File: config.mk
export PLATFORM = sky130hd
export DESIGN_NAME = pcs_receive_pipe
export DESIGN_NICKNAME = d
export VERILOG_FILES = /design/src/rtl/pcs_receive_pipe.sv
export SDC_FILE = /design/constraint.sdc
export NUM_CORES = 1
export LEC_CHECK = 0
export ABC_AREA = 1
export BUFFER_PORTS_ARGS = -buffer_cell sky130_fd_sc_hd__buf_2
export CORE_MARGIN = 1.5
export CORE_UTILIZATION = 49
export DETAILED_ROUTE_END_ITERATION = 8
export PLACE_DENSITY = 0.8
export SETUP_SLACK_MARGIN = 0.2
export SLEW_MARGIN = 20
export SYNTH_ARGS = -nofsm -noshare
export SYNTH_HDL_FRONTEND = slang
export SYNTH_SLANG_ARGS = --single-unit
File: constraint.sdc
create_clock -name clk -period 2 [get_ports clk]
set_clock_uncertainty 0.2 [all_clocks]
set_input_delay 0.1 -clock clk [delete_from_list [all_inputs] [get_ports clk]]
set_output_delay 0.1 -clock clk [all_outputs]
set_load 0.005 [all_outputs]
File: src/rtl/pcs_receive_pipe.sv
// pcs_receive_pipe
// 1000BASE-X PCS receive path. It takes decoded code-groups (SUDI) and
// produces the GMII receive signals RX_DV, RX_ER and RXD. The decoder
// follows carrier detection, frame start, data, end-of-packet,
// carrier-extend and false-carrier rules. The FSM registers its emission,
// and PIPE further register stages follow it. The result for the SUDI
// sampled at edge n becomes visible after edge n+PIPE.
//
// Optional feature: define PCS_RX_STATS_EN to build saturating frame and
// error counters. When it is undefined, frame_count and error_count are
// tied to zero and no counter logic is built.
//
// Legal PIPE range is 1..4.

module pcs_receive_pipe #(
    parameter int PIPE  = 1,
    parameter int CNT_W = 16
) (
    input  logic             clk,
    input  logic             reset,
    input  logic             sync_status,
    input  logic [10:0]      SUDI,
    output logic             RX_DV,
    output logic             RX_ER,
    output logic [7:0]       RXD,
    output logic [CNT_W-1:0] frame_count,
    output logic [CNT_W-1:0] error_count
);

    typedef enum logic [2:0] {
        LINK_FAILED,
        WAIT_FOR_K,
        IDLE,
        RECEIVE,
        EARLY_END,
        TRR_EXTEND,
        FALSE_CARRIER
    } state_t;

    // Special octets carried with the K flag
    localparam logic [7:0] OCT_K28_5 = 8'hBC;
    localparam logic [7:0] OCT_START = 8'hFB;
    localparam logic [7:0] OCT_TERM  = 8'hFD;
    localparam logic [7:0] OCT_EXT   = 8'hF7;

    // GMII substitution values
    localparam logic [7:0] RXD_PREAMBLE   = 8'h55;
    localparam logic [7:0] RXD_FALSE_CARR = 8'h0E;
    localparam logic [7:0] RXD_CARR_EXT   = 8'h0F;

    logic       evenFlag;
    logic       invalidFlag;
    logic       kFlag;
    logic [7:0] octet;

    logic isIdleK;
    logic isStart;
    logic isTerm;
    logic isExtend;
    logic isData;

    state_t     state_q;
    logic       dv_q;
    logic       er_q;
    logic [7:0] rxd_q;

    logic       dvPipe_q  [PIPE];
    logic       erPipe_q  [PIPE];
    logic [7:0] rxdPipe_q [PIPE];

    assign evenFlag    = SUDI[10];
    assign invalidFlag = SUDI[9];
    assign kFlag       = SUDI[8];
    assign octet       = SUDI[7:0];

    // An invalid code-group never counts as a recognised special code
    assign isIdleK  = !invalidFlag && kFlag && (octet == OCT_K28_5);
    assign isStart  = !invalidFlag && kFlag && (octet == OCT_START);
    assign isTerm   = !invalidFlag && kFlag && (octet == OCT_TERM);
    assign isExtend = !invalidFlag && kFlag && (octet == OCT_EXT);
    assign isData   = !invalidFlag && !kFlag;

    // Receive FSM: the state and the registered GMII emission for the code-group seen this cycle
    always_ff @(posedge clk or negedge reset) begin
        if (!reset) begin
            state_q <= LINK_FAILED;
            dv_q    <= 1'b0;
            er_q    <= 1'b0;
            rxd_q   <= 8'h00;
        end else begin
            dv_q  <= 1'b0;
            er_q  <= 1'b0;
            rxd_q <= 8'h00;
            if (!sync_status) begin
                state_q <= LINK_FAILED;
                if (state_q == RECEIVE) begin
                    dv_q <= 1'b1;
                    er_q <= 1'b1;
                end
            end else begin
                case (state_q)
                    LINK_FAILED: begin
                        state_q <= WAIT_FOR_K;
                    end
                    WAIT_FOR_K: begin
                        if (isIdleK && evenFlag) begin
                            state_q <= IDLE;
                        end
                    end
                    IDLE: begin
                        if (evenFlag) begin
                            if (isStart) begin
                                state_q <= RECEIVE;
                                dv_q    <= 1'b1;
                                rxd_q   <= RXD_PREAMBLE;
                            end else if (!isIdleK) begin
                                state_q <= FALSE_CARRIER;
                                er_q    <= 1'b1;
                                rxd_q   <= RXD_FALSE_CARR;
                            end
                        end else if (isIdleK) begin
                            state_q <= FALSE_CARRIER;
                            er_q    <= 1'b1;
                            rxd_q   <= RXD_FALSE_CARR;
                        end
                    end
                    FALSE_CARRIER: begin
                        if (isIdleK && evenFlag) begin
                            state_q <= IDLE;
                        end else begin
                            er_q  <= 1'b1;
                            rxd_q <= RXD_FALSE_CARR;
                        end
                    end
                    RECEIVE: begin
                        if (isData) begin
                            dv_q  <= 1'b1;
                            rxd_q <= octet;
                        end else if (isTerm) begin
                            state_q <= TRR_EXTEND;
                        end else if (isIdleK && evenFlag) begin
                            state_q <= EARLY_END;
                            dv_q    <= 1'b1;
                            er_q    <= 1'b1;
                        end else begin
                            dv_q <= 1'b1;
                            er_q <= 1'b1;
                        end
                    end
                    EARLY_END: begin
                        state_q <= IDLE;
                    end
                    TRR_EXTEND: begin
                        if (isExtend) begin
                            er_q  <= 1'b1;
                            rxd_q <= RXD_CARR_EXT;
                        end else if (isIdleK && evenFlag) begin
                            state_q <= IDLE;
                        end else begin
                            state_q <= IDLE;
                            er_q    <= 1'b1;
                        end
                    end
                    default: begin
                        state_q <= LINK_FAILED;
                    end
                endcase
            end
        end
    end

    // Output delay line: shifts the FSM emission through PIPE stages unchanged
    always_ff @(posedge clk or negedge reset) begin
        if (!reset) begin
            for (int i = 0; i < PIPE; i++) begin
                dvPipe_q[i]  <= 1'b0;
                erPipe_q[i]  <= 1'b0;
                rxdPipe_q[i] <= 8'h00;
            end
        end else begin
            dvPipe_q[0]  <= dv_q;
            erPipe_q[0]  <= er_q;
            rxdPipe_q[0] <= rxd_q;
            for (int i = 1; i < PIPE; i++) begin
                dvPipe_q[i]  <= dvPipe_q[i-1];
                erPipe_q[i]  <= erPipe_q[i-1];
                rxdPipe_q[i] <= rxdPipe_q[i-1];
            end
        end
    end

    assign RX_DV = dvPipe_q[PIPE-1];
    assign RX_ER = erPipe_q[PIPE-1];
    assign RXD   = rxdPipe_q[PIPE-1];

`ifdef PCS_RX_STATS_EN

    logic             frameEndNow;
    logic             fend_q;
    logic             fendPipe_q [PIPE];
    logic [CNT_W-1:0] frameCnt_q;
    logic [CNT_W-1:0] frameCnt_d;
    logic [CNT_W-1:0] errCnt_q;
    logic [CNT_W-1:0] errCnt_d;

    assign frameEndNow = sync_status && (state_q == RECEIVE) && isTerm;

    // Frame-end marker, timed like the emission so the counter moves with the visible outputs
    always_ff @(posedge clk or negedge reset) begin
        if (!reset) begin
            fend_q <= 1'b0;
            for (int i = 0; i < PIPE; i++) begin
                fendPipe_q[i] <= 1'b0;
            end
        end else begin
            fend_q        <= frameEndNow;
            fendPipe_q[0] <= fend_q;
            for (int i = 1; i < PIPE; i++) begin
                fendPipe_q[i] <= fendPipe_q[i-1];
            end
        end
    end

    // Saturating next values: both counters stop at all-ones
    always_comb begin
        frameCnt_d = frameCnt_q;
        errCnt_d   = errCnt_q;
        if (fendPipe_q[PIPE-1] && (frameCnt_q != {CNT_W{1'b1}})) begin
            frameCnt_d = frameCnt_q + CNT_W'(1);
        end
        if (erPipe_q[PIPE-1] && (errCnt_q != {CNT_W{1'b1}})) begin
            errCnt_d = errCnt_q + CNT_W'(1);
        end
    end

    // Statistics registers
    always_ff @(posedge clk or negedge reset) begin
        if (!reset) begin
            frameCnt_q <= '0;
            errCnt_q   <= '0;
        end else begin
            frameCnt_q <= frameCnt_d;
            errCnt_q   <= errCnt_d;
        end
    end

    assign frame_count = frameCnt_q;
    assign error_count = errCnt_q;

`else

    assign frame_count = '0;
    assign error_count = '0;

`endif

endmodule

==> summary.txt, run 1 <==
Critical path
  • Slowest CP cell: dlygate4sd3_1
  • Crit path top cell by count: nand2_1
  • Critical Path AT: 1670 ps
  • CP max stage delay: 540 ps
  • Crit start category: input pin
  • R2R Setup Slk: 370 ps
  • Maximum fanout along the worst path: 4
  • Crit path max-delay family: buffers and inverters
  • Crit Path Class: input pin to register
  • Critical path buffers and inverters: 4
  • Worst R2R Path Depth: 10
  • RR Endpoint: state_q[1]
  • Crit path cell chain: dlygate4sd3_1 > buf_2 > inv_1 > nand2_1 > nor2_2 > nand3_1 > nand3_2 > nand2_1 > inv_1 > nand3_2 > nand3_1 > nand2_1
  • Reg2reg start: state_q[2]
  • Critical Path End Type: register
  • CP Data Required Time: 2000 ps

Clocking
  • Clk root buf: clkbuf_4
  • Sink Count: 23
  • Cts bufs inserted: 3
  • H-Tree Level Count: 1
  • Longest Clk Path Bufs: 2
  • TritonCTS clock tree: built
  • CTS clock-pin slew for the worst setup and hold paths: 110 ps
  • Skew-Pair Late Insertion Delay: 300 ps

STA
  • RSZ-0062 raised after global routing: no
  • Setup_tns: 0 ps
  • Fin. max-slew vios: 0
  • Hold slack final: 16.6 ps
  • Crit share post-route: 83.7%
  • Final Hold Fails: 0
  • Max frequency: 597 MHz
  • Setup violators final: 0
  • Crit path time final: 1670 ps

Synthesis
  • Cells after Synth: 189
  • Post-Synth Adder-Cell Area: 0%
  • Xor and xnor area share after synthesis: 0%
  • Simple-gate share of the synthesized area: 35.2%
  • Area leader, netlist: dfrtp_1
  • Mux contribution to synthesized area: 0%
  • Post-Syn Area: 1490 µm²
  • Register bit total from synthesis: 23
  • Synth Area in Compound Gates: 4.10%
  • Share of the synthesized area in the top cell type: 38.5%
  • Syn. warnings: 0
  • Sequential share of the synthesized area: 38.5%
  • Synth top area cells: dfrtp_1 39%, buf_4 16%, nand2_1 9.8%, nor2_1 5.3%, inv_1 4.8%
  • Main combinational cell family by area after synthesis: simple AND/OR/NAND/NOR gates
  • Avg Inst Size Synth: 7.90 µm²
  • Post-synth cell types: 24

Final layout
  • Fill cells: 249
  • # diodes: 0
  • Most common library cell in the layout ignoring fill and taps: nand2_1
  • Nets: 238
  • Most frequent cells in the layout: 39 x nand2_1, 32 x conb_1, 23 x dfrtp_1
  • Final Cell Area: 1650 µm²
  • Layout area overhead: 10.7%
  • Layout cell share with drive strength beyond 1: 23.3%

Power and ir drop
  • Worst VDD drop: 0.000353 V
  • Switching share of power: 37.6%
  • Final Power: 1.25 mW
  • Internal power: 782 µW
  • Total net switching power: 471 µW
  • Sequential share of power: 44.9%
  • Logic gate share of total power: 39.1%
  • Leak pwr: 0.947 nW
  • PD cells: 758 nW/µm²
  • Clock power frac: 16.0%

GRT
  • Overflow after GRT: 0
  • Largest net degree at the start of global routing: 24
  • Gr usage total: 16.6%
  • First-pass GRT wire length: 4270 µm
  • Vias in the first global route: 983
  • Initial antenna violation count: 0

Floorplanning
  • Initial core utilization: 52.8%
  • Row count: 19
  • IO Pins: 56
  • Core Footprint: 2830 µm²
  • Die W: 58.2 µm
  • Die area: 3390 µm²
  • Die Y-Extent: 58.2 µm

Min path
  • Min-Delay Startpoint: SUDI[3]
  • Worst hold path type: input pin to register
  • Hold Path Stages: 5
  • Hold EP: rxd_q[3]

Placed design
  • Port Buf Inserts: 23
  • DP HPWL: 1980 µm
  • Final Wtd Congestion: 0.947
  • Instance area after placement: 1520 µm²

Detailed routing
  • Vias per cell: 4.74
  • Detailed Routing Iterations Pass 1: 7
  • Routed len/inst: 10.7 µm
  • Final WL: 2710 µm
  • Vias: 1,204
  • Final ANT Viol Nets: 0
  • Number of DRC markers in iteration 0: 55
  • DRC Markers: 2

Job
  • Number of max-cap violations: 0

Run status
  • Status: finished with violations
  • Violated checks: design-rule violations
## synthesized netlist by cell type
| master | number |
|---|---|
| nand2_1 | 39 |
| buf_4 | 32 |
| dfrtp_1 | 23 |
| nor2_1 | 21 |
| inv_1 | 19 |
| nand3_1 | 13 |
| a21oi_1 | 7 |
| nand2_2 | 6 |
| nand3_2 | 4 |
| nand4_1 | 4 |
| nor2_4 | 4 |
| inv_2 | 3 |
| nor2_2 | 3 |
| a21boi_0 | 1 |
| a31oi_1 | 1 |
| and3_1 | 1 |
| buf_2 | 1 |
| conb_1 | 1 |
| nand4_4 | 1 |
| nor2_8 | 1 |
| nor3_1 | 1 |
| nor3_4 | 1 |
| o211ai_1 | 1 |
| o21ai_0 | 1 |
## worst max-delay path by stage
stage | endpoint | startpoint | cells past startpoint | slack, ps
final | state_q[0] | SUDI[0] | 12 | 330
after floorplan | state_q[1] | state_q[0] | 8 | 540
after CTS | rxd_q[3] | state_q[0] | 9 | 260
after global placement | rxd_q[3] | state_q[0] | 9 | 310
after detailed placement | rxd_q[3] | state_q[0] | 9 | 290
after global routing | state_q[2] | SUDI[6] | 12 | 210
## cells by family (layout without fill, tap and decap cells)
family / count (synthesis) / count (layout)
other: 1 / 32
AO/OA/AOI/OAI: 11 / 11
AND/OR/NAND/NOR: 99 / 99
flip-flops: 23 / 23
buffers and inverters: 55 / 58
## metrics by stage
step,setup slack [ps],cells,utilization [%]
global placement,315,241,53.7
floorplan,537,220,-
finish,325,254,58.5
detailed placement,286,241,53.7
CTS,260,254,57.8
global route,206,254,58.5
## power by group through the flow
stage,combinational (mW),clock (mW),sequential (mW)
global placement,0.456,0,0.570
detailed placement,0.463,0,0.572
CTS,0.478,0.205,0.562
floorplan,0.392,0,0.570
global route,0.561,0.224,0.573
finish,0.490,0.201,0.563
## metal layers
metal,GRT usage (%),vias to the layer above,share of wire [%]
met3,2.01,5,5.8
met1,22.9,550,46
met5,0,-,0
met4,6.98,0,1.7
li1,-,595,-
met2,26.3,54,47
## worst min-delay path, stage by stage
cell     delay [ps]
buf_2           140
nand2_1          80
nand3_1          80
nand2_1          60
inv_1            30
## registers in the layout (all words and copies together) (netlist names)
register and count:
RX_DV 1, RXD 8, dv_q 1, rxd_q 8, state_q 3, er_q 1, RX_ER 1
## final cells by class
class | count | area (µm²) | share of cell area (%)
sequential | 23 | 576 | 34.8
timing repair buffer | 32 | 211 | 12.8
clock buffer | 4 | 26.3 | 1.59
tap | 31 | 38.8 | 2.34
inverter | 22 | 82.6 | 4.99
multi-input combinational | 142 | 719 | 43.5
## timing repair
item	4_1_cts	5_1_grt
buffers inserted	0	0
hold buffers	9	0
hold endpoints to repair	35	0
resized for setup	0	5
setup endpoints to repair	0	6
No activity file was read; power rests on OpenSTA's default activity.
==> inputs of run 2 (changes only) <==
--- a/config.mk
+++ b/config.mk
@@ -5,12 +5,12 @@
 export SDC_FILE = /design/constraint.sdc
 export NUM_CORES = 1
 export LEC_CHECK = 0
-export ABC_AREA = 1
+export ABC_AREA = 0
 export BUFFER_PORTS_ARGS = -buffer_cell sky130_fd_sc_hd__buf_2
 export CORE_MARGIN = 1.5
-export CORE_UTILIZATION = 49
+export CORE_UTILIZATION = 42
 export DETAILED_ROUTE_END_ITERATION = 8
-export PLACE_DENSITY = 0.8
+export PLACE_DENSITY = 0.76
 export SETUP_SLACK_MARGIN = 0.2
 export SLEW_MARGIN = 20
 export SYNTH_ARGS = -nofsm -noshare
==> constraint.sdc (replaced) <==
create_clock -name clk -period 1.4 [get_ports clk]
set_clock_uncertainty 0.2 [all_clocks]
set_input_delay 0.07 -clock clk [delete_from_list [all_inputs] [get_ports clk]]
set_output_delay 0.07 -clock clk [all_outputs]
set_load 0.005 [all_outputs]
==> summary.txt, run 2 <==
Run status
  • Status: finished with violations
  • Violated checks: negative hold slack, negative setup slack

STA
  • Fin. max-slew vios: 0
  • Max frequency: 601 MHz
  • Setup violators final: 12
  • Setup_tns: -2180 ps
  • RSZ-0062 raised after global routing: yes
  • Crit path time final: 1660 ps
  • Final Hold Fails: 10
  • Hold slack final: -79.9 ps
  • Post-route setup slack: -264 ps
  • Crit share post-route: 119%

Job
  • Number of max-cap violations: 0

Detailed routing
  • Final ANT Viol Nets: 0
  • Final WL: 3280 µm
  • Detailed Routing Iterations Pass 1: 4
  • Routed len/inst: 14.7 µm
  • Vias per cell: 5.05
  • Vias: 1,126
  • DRC Markers: 0
  • Number of DRC markers in iteration 0: 17

Final layout
  • Most frequent cells in the layout: 32 x conb_1, 27 x buf_4, 23 x buf_2
  • # diodes: 0
  • Util after Layout: 66.4%
  • Layout cell share with drive strength beyond 1: 45.8%
  • Layout area overhead: 49.3%
  • Fin cells: 223
  • Nets: 207
  • Final Cell Area: 1850 µm²
  • Most common library cell in the layout ignoring fill and taps: conb_1

Placed design
  • DP HPWL: 1960 µm
  • Pre-CTS setup slack: -401 ps
  • Instance area after placement: 1470 µm²
  • Port Buf Inserts: 23
  • Final Wtd Congestion: 0.845
  • Dpl cells: 202

Synthesis
  • Main synth FF type: dfrtp_1
  • Sequential share of the synthesized area: 46.5%
  • Most frequent cell after synthesis: buf_4
  • Area leader, netlist: dfrtp_1
  • Cells after Synth: 127
  • Async set-or-reset flop fraction in the synthesized netlist: 100%
  • Synth top area cells: dfrtp_1 47%, buf_4 19%, nand2_1 5.2%, a31oi_1 2.5%, a21oi_1 2.0%
  • EDFF count, synth: 0
  • Post-Syn Area: 1240 µm²
  • Register bit total from synthesis: 23
  • Post-synth top cells: 32 x buf_4, 23 x dfrtp_1, 17 x nand2_1
  • Post-synth cell types: 29
  • Share of the synthesized area in the top cell type: 46.5%
  • Syn. warnings: 0
  • Avg Inst Size Synth: 9.74 µm²

Critical path
  • Crit start category: register
  • Worst R2R Path Depth: 4
  • Maximum fanout along the worst path: 7
  • Critical Path End Type: register
  • Crit Path Class: register to register
  • Reg2reg start: state_q[2]
  • R2R Setup Slk: -260 ps
  • Critical Path AT: 1680 ps
  • CP Data Required Time: 1420 ps
  • RR Endpoint: er_q

GRT
  • First-pass GRT wire length: 4780 µm
  • Largest net degree at the start of global routing: 24
  • Overflow after GRT: 0
  • Initial antenna violation count: 0
  • Gr usage total: 18.7%
  • Vias in the first global route: 1,023

Power and ir drop
  • Worst VDD drop: 0.000737 V
  • PD cells: 632 nW/µm²
  • Final Power: 1.17 mW
  • Leak pwr: 0.895 nW

Floorplanning
  • Die W: 57.3 µm
  • IO Pins: 56
  • Initial core utilization: 44.5%
  • Die Y-Extent: 57.3 µm
  • Core Footprint: 2780 µm²
  • Row count: 19
  • Die area: 3280 µm²

Clocking
  • TritonCTS clock tree: built
  • CTS clock-pin slew for the worst setup and hold paths: 120 ps
  • Sink Count: 23
  • Longest Clk Path Bufs: 2
  • Clk root buf: clkbuf_4
  • H-Tree Level Count: 1
  • Cts bufs inserted: 3
  • # hold bufs at CTS: 9
  • Skew-Pair Late Insertion Delay: 300 ps

Min path
  • Worst hold path type: input pin to register
  • Min-Delay Startpoint: sync_status
  • Hold EP: rxd_q[7]
  • Hold Path Stages: 2
[run 2: per-layer routing]
layer | vias to the layer above | global-route usage (%) | part of all wire, %
li1 | 510 | - | -
met1 | 531 | 24.1 | 38
met2 | 67 | 31.9 | 51
met3 | 18 | 0.907 | 6.3
met4 | 0 | 9.97 | 4.3
met5 | - | 0 | 0
[run 2: timing repair]
item,4_1_cts,5_1_grt
buffers inserted,3,5
hold endpoints to repair,34,10
resized for setup,19,19
endpoints found under the setup margin,13,13
pin swaps,11,13
[run 2: how the worst max path moves through the flow]
stage / startpoint / to / slack [ps]
detailed placement: SUDI[9] / er_q / -400
global route: state_q[2] / rxd_q[2] / -300
global placement: SUDI[9] / er_q / -380
finish: state_q[2] / er_q / -260
CTS: state_q[1] / rxd_q[2] / -160
floorplan: SUDI[9] / er_q / -250
[run 2: area by class of cell]
type | count | area [µm²]
fill | 208 | 933
multi-input combinational | 99 | 727
sequential | 23 | 577
timing repair buffer | 65 | 475
tap | 31 | 38.8
clock buffer | 4 | 26.3
inverter | 1 | 3.75
[run 2: cell families after synthesis]
family / Yosys count / share of synthesized area (%)
simple gates: 45 / 20.5
buf+inv: 36 / 20.6
flops: 23 / 46.5
compound gates: 21 / 11.3
xor+xnor: 1 / 0.708
other cells: 1 / 0.303
[run 2: worst max-delay path: stages (launching register included)]
cell     delay, ps
dfrtp_2        530
nor2_1         100
a211o_1        320
or2_4          270
o31ai_4        170
[run 2: power by group]
part / switching [mW] / internal (mW) / leakage [nW] / total [mW]
logic: 0.117 / 0.0977 / 0.562 / 0.215
clock network: 0.171 / 0.111 / 0.0150 / 0.281
registers: 0.00393 / 0.668 / 0.318 / 0.672
